<file path="src/rtl/uart_pkg.sv">
// Shared UART definitions: frame state encoding, parity codes and baud divider math.
// Used by uart_tx and by the receive side.
package uart_pkg;

  typedef enum logic [2:0] {
    ST_IDLE,
    ST_START,
    ST_DATA,
    ST_PARITY,
    ST_STOP
  } uart_state_e;

  localparam int PAR_NONE = 0;
  localparam int PAR_ODD  = 1;
  localparam int PAR_EVEN = 2;

  // Cycles per bit; the integer floor is intended.
  function automatic int calc_div(input int clk_freq, input int baud_rate);
    return clk_freq / baud_rate;
  endfunction

endpackage

</file>
<file path="src/rtl/uart_baud_gen.sv">
// Bit-period timer: emits a one-cycle bit_end tick every DIV cycles, realigned by clr
// at the start of each frame.
module uart_baud_gen
  import uart_pkg::*;
#(
  parameter int DIV = 16
) (
  input  logic clk,
  input  logic rst,
  input  logic clr,
  output logic bit_end
);

  localparam int CW = (DIV > 1) ? $clog2(DIV) : 1;

  logic [CW-1:0] cnt;

  assign bit_end = (cnt == CW'(DIV - 1));

  // NOTE: registers are written with non-blocking assignments so every flop samples
  // the values that existed before the clock edge, independent of statement order.
  always_ff @(posedge clk) begin
    if (rst || clr || bit_end) begin
      cnt <= '0;
    end else begin
      cnt <= cnt + CW'(1);
    end
  end

endmodule

</file>
<file path="src/rtl/uart_tx.sv">
// UART transmitter draining a byte FIFO: start bit, LSB-first data, optional parity,
// 1 or 2 stop bits, one pop strobe per frame.
module uart_tx
  import uart_pkg::*;
#(
  parameter int CLK_FREQ  = 50_000_000,
  parameter int BAUD_RATE = 115200,
  parameter int DATA_BITS = 8,
  parameter int PARITY    = 0,
  parameter int STOP_BITS = 1
) (
  input  logic       clk,
  input  logic       rst,
  input  logic       fifo_empty,
  input  logic [7:0] fifo_data,
  output logic       fifo_rd_en,
  output logic       tx,
  output logic       busy,
  output logic       frame_done
);

  localparam int DIV = calc_div(CLK_FREQ, BAUD_RATE);

  uart_state_e          state, state_d;
  logic [DATA_BITS-1:0] shreg, shreg_d;
  logic [2:0]           bit_idx, bit_idx_d;
  logic                 stop_idx, stop_idx_d;
  logic                 par_bit, par_bit_d;
  logic                 tx_d, rd_en_d, done_d;
  logic                 start_frame, bit_end;

  assign start_frame = (state == ST_IDLE) && !fifo_empty;
  assign busy        = (state != ST_IDLE);

  uart_baud_gen #(.DIV(DIV)) u_baud (
    .clk     (clk),
    .rst     (rst),
    .clr     (start_frame),
    .bit_end (bit_end)
  );

  always_ff @(posedge clk) begin
    if (rst) begin
      state      <= ST_IDLE;
      shreg      <= '0;
      bit_idx    <= '0;
      stop_idx   <= 1'b0;
      par_bit    <= 1'b0;
      tx         <= 1'b1;
      fifo_rd_en <= 1'b0;
      frame_done <= 1'b0;
    end else begin
      state      <= state_d;
      shreg      <= shreg_d;
      bit_idx    <= bit_idx_d;
      stop_idx   <= stop_idx_d;
      par_bit    <= par_bit_d;
      tx         <= tx_d;
      fifo_rd_en <= rd_en_d;
      frame_done <= done_d;
    end
  end

  // NOTE: every signal written here gets a default first, so no path can leave one
  // unassigned and infer a latch.
  always_comb begin
    state_d    = state;
    shreg_d    = shreg;
    bit_idx_d  = bit_idx;
    stop_idx_d = stop_idx;
    par_bit_d  = par_bit;
    tx_d       = tx;
    rd_en_d    = 1'b0;
    done_d     = 1'b0;

    unique case (state)
      ST_IDLE: begin
        tx_d = 1'b1;
        if (!fifo_empty) begin
          shreg_d   = fifo_data[DATA_BITS-1:0];
          // Parity is fixed at capture time since the shift register drains the data.
          par_bit_d = (^fifo_data[DATA_BITS-1:0]) ^ (PARITY == PAR_ODD);
          rd_en_d   = 1'b1;
          tx_d      = 1'b0;
          state_d   = ST_START;
        end
      end
      ST_START: begin
        if (bit_end) begin
          tx_d      = shreg[0];
          bit_idx_d = '0;
          state_d   = ST_DATA;
        end
      end
      ST_DATA: begin
        if (bit_end) begin
          if (bit_idx == 3'(DATA_BITS - 1)) begin
            if (PARITY != PAR_NONE) begin
              tx_d    = par_bit;
              state_d = ST_PARITY;
            end else begin
              tx_d       = 1'b1;
              stop_idx_d = 1'b0;
              state_d    = ST_STOP;
            end
          end else begin
            shreg_d   = shreg >> 1;
            tx_d      = shreg[1];
            bit_idx_d = bit_idx + 3'd1;
          end
        end
      end
      ST_PARITY: begin
        if (bit_end) begin
          tx_d       = 1'b1;
          stop_idx_d = 1'b0;
          state_d    = ST_STOP;
        end
      end
      ST_STOP: begin
        if (bit_end) begin
          if (stop_idx == 1'(STOP_BITS - 1)) begin
            done_d  = 1'b1;
            state_d = ST_IDLE;
          end else begin
            stop_idx_d = 1'b1;
          end
        end
      end
      default: state_d = ST_IDLE;
    endcase
  end

endmodule

</file>
<file path="config.mk">
export PLATFORM = sky130hd
export DESIGN_NAME = uart_tx
export DESIGN_NICKNAME = d
export VERILOG_FILES = /design/src/rtl/uart_pkg.sv /design/src/rtl/uart_baud_gen.sv /design/src/rtl/uart_tx.sv
export SDC_FILE = /design/constraint.sdc
export NUM_CORES = 1
export LEC_CHECK = 0
export CORE_MARGIN = 2
export CORE_UTILIZATION = 50
export DETAILED_ROUTE_END_ITERATION = 10
export GPL_TIMING_DRIVEN = 0
export PLACE_DENSITY = 0.79
export SYNTH_ARGS = -nofsm -noshare
export SYNTH_HDL_FRONTEND = slang
export SYNTH_SLANG_ARGS = --single-unit
</file>
<file path="constraint.sdc">
create_clock -name clk -period 2.3 [get_ports clk]
set_clock_uncertainty 0.2 [all_clocks]
set_input_delay 0.345 -clock clk [delete_from_list [all_inputs] [get_ports clk]]
set_output_delay 0.345 -clock clk [all_outputs]
set_load 0.02 [all_outputs]
</file>
==> flow_summary.ini <==
[global_route]
overflow = 0
track_usage = 0.181
grt_antenna_before_repair = 0
grt_max_degree = 14
grt_pass1_vias = 872
grt_pass1_wl_um = 3680

[routing]
vias_per_cell = 5.43
vias = 950
wl_um = 2170
wl_per_cell_um = 12.4
first_pass_iters = 4
ant_nets = 0
drc = 0
drt_iter0_drc = 7

[run]
maxCapViolCount = 0

[finish]
fillCellCount = 203
diodes = 0
final_common_cell = dfxtp_1
final_cells = 175
layout_common_cells = dfxtp_1 (26), nor2_1 (22), clkdlybuf4s50_1 (12)
area_growth_pct = 15.4
drive_above_1_share = 0.0884
final_core_util = 0.620
nNetsFinal = 164

[setup_path]
crit_chain = buf_2, nor4_1, a41o_2, buf_6, nor2_1, a211oi_1
r2r_cells = 6
crit_required_ns = 2.33
cp.arrival_ns = 2.00
critPathSlowestCell = nor4_1
cp-start-kind = flop
slowest_delay_ns = 0.48
rrSetupSlack_ns = 0.33
end_kind = flop
r2r-start = state[0]$_SDFFE_PP0P_
crit_type = reg -> reg
critPathMaxFanout = 10
rr_endpoint = shreg[5]$_SDFFE_PP0P_

[logic_synthesis]
synthCells = 132
syn_nets = 147
syn_area_um2 = 1210
synth_compound_area_frac = 0.0970
synthMuxAreaShare = 0.0908
ys_warn_count = 0
synth_xor_area_frac = 0.0506
syn_avg_cell_area_um2 = 9.18
yosys.cell_types.count = 34
synth_seq_area_share = 0.429
synth.ff_latch_count = 26
synth_top_family_by_area = simple AND/OR/NAND/NOR gates
synth_fa_ha_area_frac = 0.0413
synth-simple-area-share = 0.249

[timing]
post-route-period-util = 0.857
fin_setup_tns_ns = 0
finalCriticalPeriod_ns = 1.97
hold_viol_final = 0
maxSlewHeadroom = 0.664
setup_viol = 0
max_freq_ghz = 0.507
worst_pin_slew_ns = 0.500
hold_slack_ns = 0.241
rsz0062_at_grt = no
maxSlewViolCount = 0

[run_status]
status = finished, final reports clean

[placed_design]
dp_cells = 173
numPortBuffers = 13
post-dp-hpwl_um = 1620
gp_congestion = 0.759

[die]
rows = 17
die_w_um = 53.2
initial_core_util = 0.538
core-area_um2 = 2250
die_h_um = 53.2
die_area_um2 = 2830
pin_count = 15

[pwr]
p_int_uw = 580
combPwrFrac = 0.128
pwr-share-clk = 0.252
peakVddDrop_v = 0.000326
swShare = 0.251
leakage_uw = 0.000527
seqPwrFrac = 0.621
finalPower_uw = 774
power.net_switching_uw = 194
power_density_nw_per_um2 = 553

[clocking]
tritoncts = built
root_buffer = clkbuf_4
clk-insertion-delay-late_ns = 0.33
clkTransAtPathRegs_ns = 0.14
cts-htree-levels = 1
cts.sinks = 26
cts_hold_buf = 0
cts_buffers = 3
ctsLongestPathBuffers = 2
post-cts-setup-buffer-count = 0

[min_path]
min_from = rst
hold_path_depth = 2
min_to = fifo_rd_en$_SDFF_PP0_
hold_path.class = in -> reg
==> how the worst max path moves through the flow <==
stage	start	endpoint	slack, ns
floorplan	u_baud.cnt[0]$_SDFF_PP0_	state[2]$_SDFFE_PP0P_	0.61
global placement	fifo_empty	shreg[5]$_SDFFE_PP0P_	0.26
detailed placement	fifo_empty	shreg[5]$_SDFFE_PP0P_	0.12
CTS	state[1]$_SDFFE_PP0P_	busy	0.02
global route	state[1]$_SDFFE_PP0P_	shreg[5]$_SDFFE_PP0P_	0.14
finish	state[0]$_SDFFE_PP0P_	shreg[5]$_SDFFE_PP0P_	0.33
==> power by group through the flow <==
| stage | logic, uW | registers (uW) | clock network [uW] |
|---|---|---|---|
| 2_1_floorplan | 60.1 | 491 | 0 |
| 3_3_place_gp | 95.9 | 489 | 0 |
| 3_5_place_dp | 99.1 | 491 | 0 |
| 4_1_cts | 99.8 | 481 | 198 |
| 5_1_grt | 111 | 483 | 208 |
| 6_report | 98.7 | 481 | 195 |
==> cell usage after synthesis <==
| cell type | n | share of area |
|---|---|---|
| buf_2 | 2 | 0.0083 |
| buf_4 | 1 | 0.0062 |
| nor3_1 | 5 | 0.021 |
| and2_1 | 1 | 0.0052 |
| nand3b_1 | 1 | 0.0062 |
| mux2i_1 | 11 | 0.091 |
| nor2_1 | 22 | 0.068 |
| nor2b_1 | 2 | 0.010 |
| a211oi_1 | 8 | 0.050 |
| dfxtp_1 | 26 | 0.43 |
| a41o_2 | 1 | 0.0093 |
| xnor2_1 | 4 | 0.029 |
| or3_1 | 1 | 0.0052 |
| ha_1 | 4 | 0.041 |
| a21oi_1 | 5 | 0.021 |
| or4b_1 | 1 | 0.0083 |
| nand2_1 | 9 | 0.028 |
| inv_1 | 3 | 0.0093 |
| nor3b_2 | 1 | 0.010 |
| nor3b_1 | 1 | 0.0062 |
| o211ai_1 | 1 | 0.0062 |
| o31a_1 | 1 | 0.0072 |
| nor4_1 | 1 | 0.0052 |
| nand4_1 | 1 | 0.0052 |
| o21ai_0 | 1 | 0.0041 |
| and3_1 | 1 | 0.0052 |
| and4b_2 | 1 | 0.0093 |
| clkbuf_1 | 3 | 0.0093 |
| nand3_1 | 6 | 0.025 |
| xor2_1 | 3 | 0.022 |
| nand2_4 | 1 | 0.0093 |
| buf_6 | 1 | 0.0093 |
| nor3_2 | 1 | 0.0083 |
| and4bb_4 | 1 | 0.013 |
==> timing repair <==
action	CTS	global route
endpoints found under the setup margin	1	1
gates cloned	0	0
pin swaps	0	0
resized for setup	0	1
==> routing by layer <==
metal  track usage  vias up  share of wire
met5             0        -              0
met4         0.103        0          0.022
met3        0.0254        5          0.030
met2         0.307       16           0.47
met1         0.217      437           0.47
li1              -      492              -
==> sequential cells by signal (all words and copies together) (netlist names) <==
signal,flops
frame_done,1
bit_idx,3
tx,1
shreg,8
state,3
u_baud.cnt,9
fifo_rd_en,1
==> metrics by stage <==
| step | setup WS [ns] | cell area (um2) |
|---|---|---|
| after global placement | 0.263 | 1380 |
| final | 0.329 | 1400 |
| after floorplan | 0.608 | 1210 |
| after global routing | 0.141 | 1400 |
| after CTS | 0.0210 | 1400 |
| after detailed placement | 0.122 | 1380 |
==> layout make-up <==
type	count	area, um2	area share
buffer	6	36.3	0.0259
clock buffer	3	22.5	0.0161
inverter	3	11.3	0.00805
multi-input combinational	96	641	0.458
sequential	26	520	0.372
tap	28	35.0	0.0250
timing repair buffer	13	133	0.0948
==> logic make-up after synthesis <==
| family | count (synthesis) |
|---|---|
| fa+ha+maj | 4 |
| mux | 11 |
| flops | 26 |
| xor+xnor | 7 |
| compound gates | 17 |
| simple gates | 57 |
| buf+inv | 10 |
==> worst max-delay path, delay by kind of cell (launching register included) <==
kind	cells	cell delay (ns)
buf+inv	2	0.32
compound gates	2	0.51
flops	1	0.32
simple gates	2	0.52
Power figures use the tool's default switching activity.
